==> src/rtl/mult_operand_sequencer.sv <==
// mult_operand_sequencer: feeds one operand pair at a time into top_multiplier.
// It pulses EA with A, then EB with B, waits MULT_LAT cycles, and captures P_out.
// Latency: 2+MULT_LAT edges from accept to res_valid. Back-to-back throughput is one result per 4+MULT_LAT cycles.
// Backpressure: in_ready is high only in IDLE. res_valid/res_data hold while res_ready is low.
//
// Ports:
//   clk, Reset (async, active-low)
//   in_valid/in_ready/in_a/in_b   operand pair handshake
//   Data_in_A/EA, Data_in_B/EB    multiplier load interface; EA/EB are 1-cycle pulses
//   P_out                         product returned by the multiplier
//   res_valid/res_ready/res_data  result handshake
//   op_count                      completed-result counter
//
// Build option: define MSEQ_OP_COUNT_EN to count result handshakes on op_count.
// When it is undefined, op_count is tied to zero.
// Parameters: N = operand width. MULT_LAT = multiplier latency in cycles, legal range 1..15.

module mult_operand_sequencer #(
  parameter int N        = 8,
  parameter int MULT_LAT = 2
) (
  input  logic             clk,
  input  logic             Reset,
  input  logic             in_valid,
  output logic             in_ready,
  input  logic [N-1:0]     in_a,
  input  logic [N-1:0]     in_b,
  output logic [N-1:0]     Data_in_A,
  output logic [N-1:0]     Data_in_B,
  output logic             EA,
  output logic             EB,
  input  logic [2*N-1:0]   P_out,
  output logic             res_valid,
  input  logic             res_ready,
  output logic [2*N-1:0]   res_data,
  output logic [15:0]      op_count
);

  // The wait counter runs from MULT_LAT-1 down to 0, so WAIT spans MULT_LAT cycles.
  localparam logic [3:0] WAIT_INIT = 4'(MULT_LAT - 1);

  typedef enum logic [2:0] {
    S_IDLE   = 3'd0,
    S_LOAD_A = 3'd1,
    S_LOAD_B = 3'd2,
    S_WAIT   = 3'd3,
    S_DONE   = 3'd4
  } state_t;

  state_t           state_q, state_d;
  logic [N-1:0]     a_q, a_d;      // drives Data_in_A directly
  logic [N-1:0]     b_q, b_d;      // B held until LOAD_B
  logic [N-1:0]     db_q, db_d;    // drives Data_in_B
  logic [3:0]       cnt_q, cnt_d;
  logic [2*N-1:0]   res_q, res_d;

  // Reset is folded in so in_ready stays low while reset is asserted.
  assign in_ready  = (state_q == S_IDLE) && Reset;
  assign EA        = (state_q == S_LOAD_A);
  assign EB        = (state_q == S_LOAD_B);
  assign res_valid = (state_q == S_DONE);
  assign Data_in_A = a_q;
  assign Data_in_B = db_q;
  assign res_data  = res_q;

  always_comb begin
    state_d = state_q;
    a_d     = a_q;
    b_d     = b_q;
    db_d    = db_q;
    cnt_d   = cnt_q;
    res_d   = res_q;
    case (state_q)
      S_IDLE: begin
        // A is loaded straight into the Data_in_A register. It is first
        // presented in LOAD_A, which is the cycle where EA qualifies it.
        if (in_valid && in_ready) begin
          a_d     = in_a;
          b_d     = in_b;
          state_d = S_LOAD_A;
        end
      end
      S_LOAD_A: begin
        // Data_in_B changes only on entry to LOAD_B.
        // Until then it keeps its previous value.
        db_d    = b_q;
        state_d = S_LOAD_B;
      end
      S_LOAD_B: begin
        cnt_d   = WAIT_INIT;
        state_d = S_WAIT;
      end
      S_WAIT: begin
        if (cnt_q == 4'd0) begin
          res_d   = P_out;
          state_d = S_DONE;
        end else begin
          cnt_d = cnt_q - 4'd1;
        end
      end
      S_DONE: begin
        if (res_ready) state_d = S_IDLE;
      end
      default: state_d = S_IDLE;
    endcase
  end

  always_ff @(posedge clk or negedge Reset) begin
    if (!Reset) begin
      state_q <= S_IDLE;
      a_q     <= '0;
      b_q     <= '0;
      db_q    <= '0;
      cnt_q   <= '0;
      res_q   <= '0;
    end else begin
      state_q <= state_d;
      a_q     <= a_d;
      b_q     <= b_d;
      db_q    <= db_d;
      cnt_q   <= cnt_d;
      res_q   <= res_d;
    end
  end

`ifdef MSEQ_OP_COUNT_EN
  logic [15:0] op_cnt_q, op_cnt_d;

  // The counter wraps naturally from 0xFFFF to 0x0000.
  always_comb begin
    op_cnt_d = op_cnt_q;
    if (res_valid && res_ready) op_cnt_d = op_cnt_q + 16'd1;
  end

  always_ff @(posedge clk or negedge Reset) begin
    if (!Reset) op_cnt_q <= '0;
    else        op_cnt_q <= op_cnt_d;
  end

  assign op_count = op_cnt_q;
`else
  assign op_count = 16'h0000;
`endif

endmodule
==> config.mk <==
export PLATFORM = sky130hd
export DESIGN_NAME = mult_operand_sequencer
export DESIGN_NICKNAME = d
export VERILOG_FILES = /design/src/rtl/mult_operand_sequencer.sv
export SDC_FILE = /design/constraint.sdc
export NUM_CORES = 1
export LEC_CHECK = 0
export CAP_MARGIN = 20
export CORE_ASPECT_RATIO = 1.25
export CORE_MARGIN = 2
export CORE_UTILIZATION = 38
export CTS_BUF_LIST = sky130_fd_sc_hd__clkbuf_16
export CTS_CLUSTER_DIAMETER = 60
export DETAILED_ROUTE_END_ITERATION = 8
export GPL_TIMING_DRIVEN = 0
export PLACE_DENSITY = 0.83
export REMOVE_ABC_BUFFERS = 1
export SKIP_LAST_GASP = 1
export SLEW_MARGIN = 5
export SYNTH_ARGS = -nofsm -noshare
export SYNTH_HDL_FRONTEND = slang
export SYNTH_SLANG_ARGS = --single-unit
==> constraint.sdc <==
create_clock -name clk -period 1.75 [get_ports clk]
set_input_delay 0.35 -clock clk [delete_from_list [all_inputs] [get_ports clk]]
set_output_delay 0.35 -clock clk [all_outputs]
set_load 0.1 [all_outputs]
# --- Word-level counts from Yosys, hierarchy flattened ---
# Cells that the tools add are included.
word_totals:
  wordCells: 30
  in_bits: 36
  regBits: 47
classes:
  n_eq_ne: 8
  n_mux: 6
  reduce_logical: 9
  n_addsub: 1
ops:
  columns: ["op", "n"]
  rows:
  - ["$pmux W3 S5", 1]
  - ["$mux W3", 3]
  - ["$pmux W4 S2", 1]
  - ["$eq A3 B2 Y1 const B", 2]
  - ["$reduce_and A2 Y1", 3]
  - ["$logic_not A4 Y1", 1]
  - ["$mux W4", 1]
  - ["$ne A2 B1 Y1 const B", 2]
  - ["$ne A2 B2 Y1 const B", 2]
  - ["$sub A4 B1 Y4 const B", 1]
  - ["$eq A3 B1 Y1 const B", 1]
  - ["$eq A3 B3 Y1 const B", 1]
  - ["$logic_not A3 Y1", 1]
  - ["$reduce_and A3 Y1", 1]
  - ["$logic_and A1 B1 Y1", 2]
  - ["$reduce_bool A2 Y1", 1]

# --- Logic depth before layout (Yosys ltp) ---
depth:
  ltp_word: 5
  ltp_mapped: 6
  depth_no_buf: 5

# --- Worst setup path before layout ---
# Ideal clock, no wire load.
synth_timing:
  path_type: "register to register"
  from: "register state_q[0]"
  to: "register state_q[2]"
  path_stages_with_launch: 3
  required_ns: 1.678
  period_less_slack_ns: 3.150
  setup_slack_ns: -1.400
  path_buffers: 0
  t_arrival_ns: 3.078
  path_cell_list: "dfrtp_1 -> nor3b_1 -> a21o_2"
synth_lines:
  columns: ["element", "line", "rtl"]
  rows:
  - ["from (decl)", "50", "state_t state_q, state_d;"]
  - ["from (signal assigned)", "117", "state_q <= state_d;"]
  - ["$eq A3 B3 Y1 *", null, null]
  - ["named net res_valid", "33", "output logic res_valid,"]
  - ["$ne A2 B1 Y1 (no source line)", null, null]
  - ["$reduce_and A3 Y1 (no source line)", null, null]
# Mark *: on every way through the listed nets, which the timed path passes. The rest lies on a longest branch.
# A chain may end at the register's enable or synchronous reset.

# --- Worst setup path after layout ---
layout_timing:
  from: "register state_q[2]"
  to: "output port EB"
layout_via:
  elab_chain_len: 1
layout_lines:
  columns: ["element", "line", "rtl"]
  rows:
  - ["$eq A3 B2 Y1", "60", "assign EB = (state_q == S_LOAD_B);"]
  - ["to (decl)", "31", "output logic EB,"]
# No other way between the ends.

==> flow_metrics.py <==
metrics = {
    "yosys": {
        "post_synth_mux_area_share_pct": 25.5,
        "synth-seq-area-share_pct": 57.1,
        "synth-xor-area-share_pct": 0,
        "async_reset_ff_share_pct": 100,
        "synth_area_in_compound_gates_pct": 1.52,
        "synth_edf_count": 0,
        "synth_top_cells_by_area": "sky130_fd_sc_hd__dfrtp_1 57%, sky130_fd_sc_hd__mux2_2 18%, sky130_fd_sc_hd__mux2_4 6.6%",
        "synth_top_area_share_pct": 57.1,
        "postSynthCellCount": 138,
        "synth.avg_cell_area_um2": 14.9,
        "synth_top_area_cell": "sky130_fd_sc_hd__dfrtp_1",
        "flops_latches_synth": 47,
        "post_synth_instance_area_mm2": 0.00206,
        "dominant_combinational_cell_family_by_area_after_synthesis": "multiplexers",
        "yosys_warnings": 0,
        "synth-simple-area-share_pct": 6.14,
        "yosysUniqueCellTypes": 26,
        "synthFlopType": "sky130_fd_sc_hd__dfrtp_1",
        "synth_common_cells": "47 x sky130_fd_sc_hd__dfrtp_1, 32 x sky130_fd_sc_hd__mux2_2, 16 x sky130_fd_sc_hd__buf_4",
        "yosys.cell_count.top_type": "sky130_fd_sc_hd__dfrtp_1",
        "synth_adder_area_share_pct": 0.608,
    },
    "sta": {
        "max_slew.worst_pin.slew_ns": 0.554,
        "final.period_utilization_pct": 102,
        "max_slew_margin_pct": 63.2,
        "maxSlewViolCount": 0,
        "fin_ws_ns": -0.0305,
        "post-route-min-period_ns": 1.78,
        "fmax_mhz": 562,
        "unrepaired_setup_endpoints_after_global_routing": "true",
        "clock_skew_ns": 0.00741,
        "report.final.hold_viol_count": 0,
        "finalSetupViolCount": 2,
    },
    "detailed_routing": {
        "remaining_drc_errors": 0,
        "drt_iter0_markers": 15,
        "drt-total-wl_mm": 4.01,
        "detailedRoute.firstPassIterationCount": 3,
        "routed_length_per_placed_instance_um": 14.2,
        "antenna_violating_nets_post_route": 0,
        "vias": 1299,
        "vias_per_cell": 4.59,
    },
    "final_layout": {
        "area_growth_syn_to_layout_pct": 48.1,
        "fin_nets": 257,
        "antenna-diode-count": 0,
        "post_route_cells_drive_above_1_share_pct": 47.5,
    },
    "global_routing": {
        "gr-usage-all-layers_pct": 13.6,
        "grt-ovfl-total": 0,
        "grt_antenna_before_repair": 0,
        "grt_pass1_vias": 1345,
        "grt_max_degree": 27,
        "wire_length_of_the_first_global_routing_pass_mm": 6.46,
    },
    "die": {
        "core.rowCount": 29,
        "die_w_um": 69.8,
        "coreArea_mm2": 0.00515,
        "start_util_pct": 39.9,
        "die_height_um": 86.3,
        "die_area_mm2": 0.00602,
        "floorplan.io_pins": 88,
    },
    "outcome": {
        "failed_checks": "setup timing",
        "outcome": "complete, but fails checks",
    },
    "cts": {
        "clk_latency_ns": 0.28,
        "cts-root-to-sink-buffers": 2,
        "clock-root-buffer": "sky130_fd_sc_hd__clkbuf_16",
        "cts_max_level": 2,
        "tritoncts_buffers": 5,
        "cts.sinks": 47,
        "clkSlewWorstSetupHoldPaths_ns": 0.07,
        "cts_tree": "done",
    },
    "job": {
        "maxCapViolations": 0,
    },
    "worst_setup_path": {
        "timing_worst_setup_path_type": "reg -> out",
        "timing.critical_path.from_type": "flop",
        "timing.critical_path.required_ns": 1.40,
        "timing.critical_path.fanout_max": 6,
        "cp.arrival_ns": 1.43,
        "worst_setup_path_end_kind": "output port",
    },
    "place": {
        "placement.setup.worst_slack_ns": -1.06,
        "gp_congestion": 0.715,
        "detailedPlacementHpwl_mm": 2.83,
        "io_buffer_count": 71,
    },
    "hold_path": {
        "min_path_type": "in -> async",
    },
}
-- timing repair --
action                                  in CTS  in global routing
buffers inserted                             3                  3
endpoints found under the hold margin       21                  0
endpoints found under the setup margin      38                  4
hold buffers                                 1                  0
resized for setup                          133                  1
-- state kept, by name (all words and copies together), names as in the netlist --
| name | cells |
|---|---|
| Data_in_A | 8 |
| Data_in_B | 8 |
| state_q | 3 |
| cnt_q | 4 |
| res_data | 16 |
| b_q | 8 |
-- cell usage in the layout, fill, tap and decap left out --
cell type and n:
sky130_fd_sc_hd__or2_2 1, sky130_fd_sc_hd__buf_16 1, sky130_fd_sc_hd__or3b_4 2, sky130_fd_sc_hd__buf_12 2
sky130_fd_sc_hd__and3_4 1, sky130_fd_sc_hd__inv_1 4, sky130_fd_sc_hd__dlygate4sd3_1 1, sky130_fd_sc_hd__clkbuf_16 5
sky130_fd_sc_hd__buf_4 7, sky130_fd_sc_hd__mux2_2 32, sky130_fd_sc_hd__o31ai_1 1, sky130_fd_sc_hd__clkinvlp_4 1
sky130_fd_sc_hd__a21oi_1 1, sky130_fd_sc_hd__clkdlybuf4s15_2 32, sky130_fd_sc_hd__mux2i_1 3, sky130_fd_sc_hd__ha_1 1
sky130_fd_sc_hd__nand3_1 2, sky130_fd_sc_hd__nor3_1 1, sky130_fd_sc_hd__nor4b_4 1, sky130_fd_sc_hd__nand2_2 1
sky130_fd_sc_hd__nor3b_1 1, sky130_fd_sc_hd__dfrtp_2 3, sky130_fd_sc_hd__clkdlybuf4s50_1 34, sky130_fd_sc_hd__and3b_4 1
sky130_fd_sc_hd__nor3b_4 1, sky130_fd_sc_hd__mux2_4 9, sky130_fd_sc_hd__buf_6 3, sky130_fd_sc_hd__dfrtp_1 44
sky130_fd_sc_hd__conb_1 16, sky130_fd_sc_hd__a21bo_2 1, sky130_fd_sc_hd__a21o_2 1, sky130_fd_sc_hd__nor2_1 1
sky130_fd_sc_hd__clkinv_1 2, sky130_fd_sc_hd__nand2_1 4
-- per-stage QoR --
stage / hold slack [ns] / util, % / cells / area (um2) / TNS [ns]
after floorplan: 0.0544 / - / 133 / 1950 / -36.80
after global placement: 0.480 / 53.1 / 266 / 2740 / -91.81
after global routing: 0.0211 / 59.2 / 283 / 3050 / -0.193
after detailed placement: 0.371 / 53.5 / 267 / 2760 / -9.76
final: 0.0150 / 59.2 / 283 / 3050 / -0.0450
after CTS: 0.0174 / 58.1 / 279 / 3000 / -0.0720
-- worst max-delay path, stage by stage (launching register included) --
cell and delay, ns:
sky130_fd_sc_hd__dfrtp_2 0.47, sky130_fd_sc_hd__or3b_4 0.40, sky130_fd_sc_hd__inv_1 0.10, sky130_fd_sc_hd__buf_12 0.18
-- worst paths after layout --
| path | start | end | slack, ns | depth (start not counted) |
|---|---|---|---|---|
| worst min register to register | b_q[4] | Data_in_B[4] | 0.50 | 1 |
| worst max register to register | state_q[2] | res_data[1] | 0.05 | 3 |
| worst min-delay path | Reset | cnt_q[2] | 0.02 | 2 |
| min in group clk | b_q[4] | Data_in_B[4] | 0.50 | 1 |
| max in group asynchronous | Reset | state_q[1] | 0.80 | 3 |
| worst max-delay path | state_q[2] | EB | -0.03 | 3 |
-- layer usage --
metal	track usage (%)	vias to the layer above	share of wire, %
met5	0	-	0
met4	3.67	0	0.47
met3	3.95	2	5.1
met2	24.1	39	55
met1	16.1	656	39
li1	-	602	-
-- kinds of logic (layout without fill, tap and decap cells) --
group | Yosys count | in the layout
AOI/OAI and AO/OA | 4 | 4
adders and majority gates | 1 | 1
buffers and inverters | 24 | 92
DFF | 47 | 47
muxes | 44 | 44
other | 1 | 16
and+or+nand+nor | 17 | 17
-- layout make-up --
type                    count  area, um2
repair buffers             80        865
clock inverters             3       15.0
fillers                   427       2100
flip-flops and latches     47       1180
well taps                  62       77.6
multi-input cells          82        772
clock buffers               5        125
inverters                   4       15.0
Power is left out: the tool's default activity adds up to more than one toggle a clock period on the data nets, which glitch-free logic cannot reach.
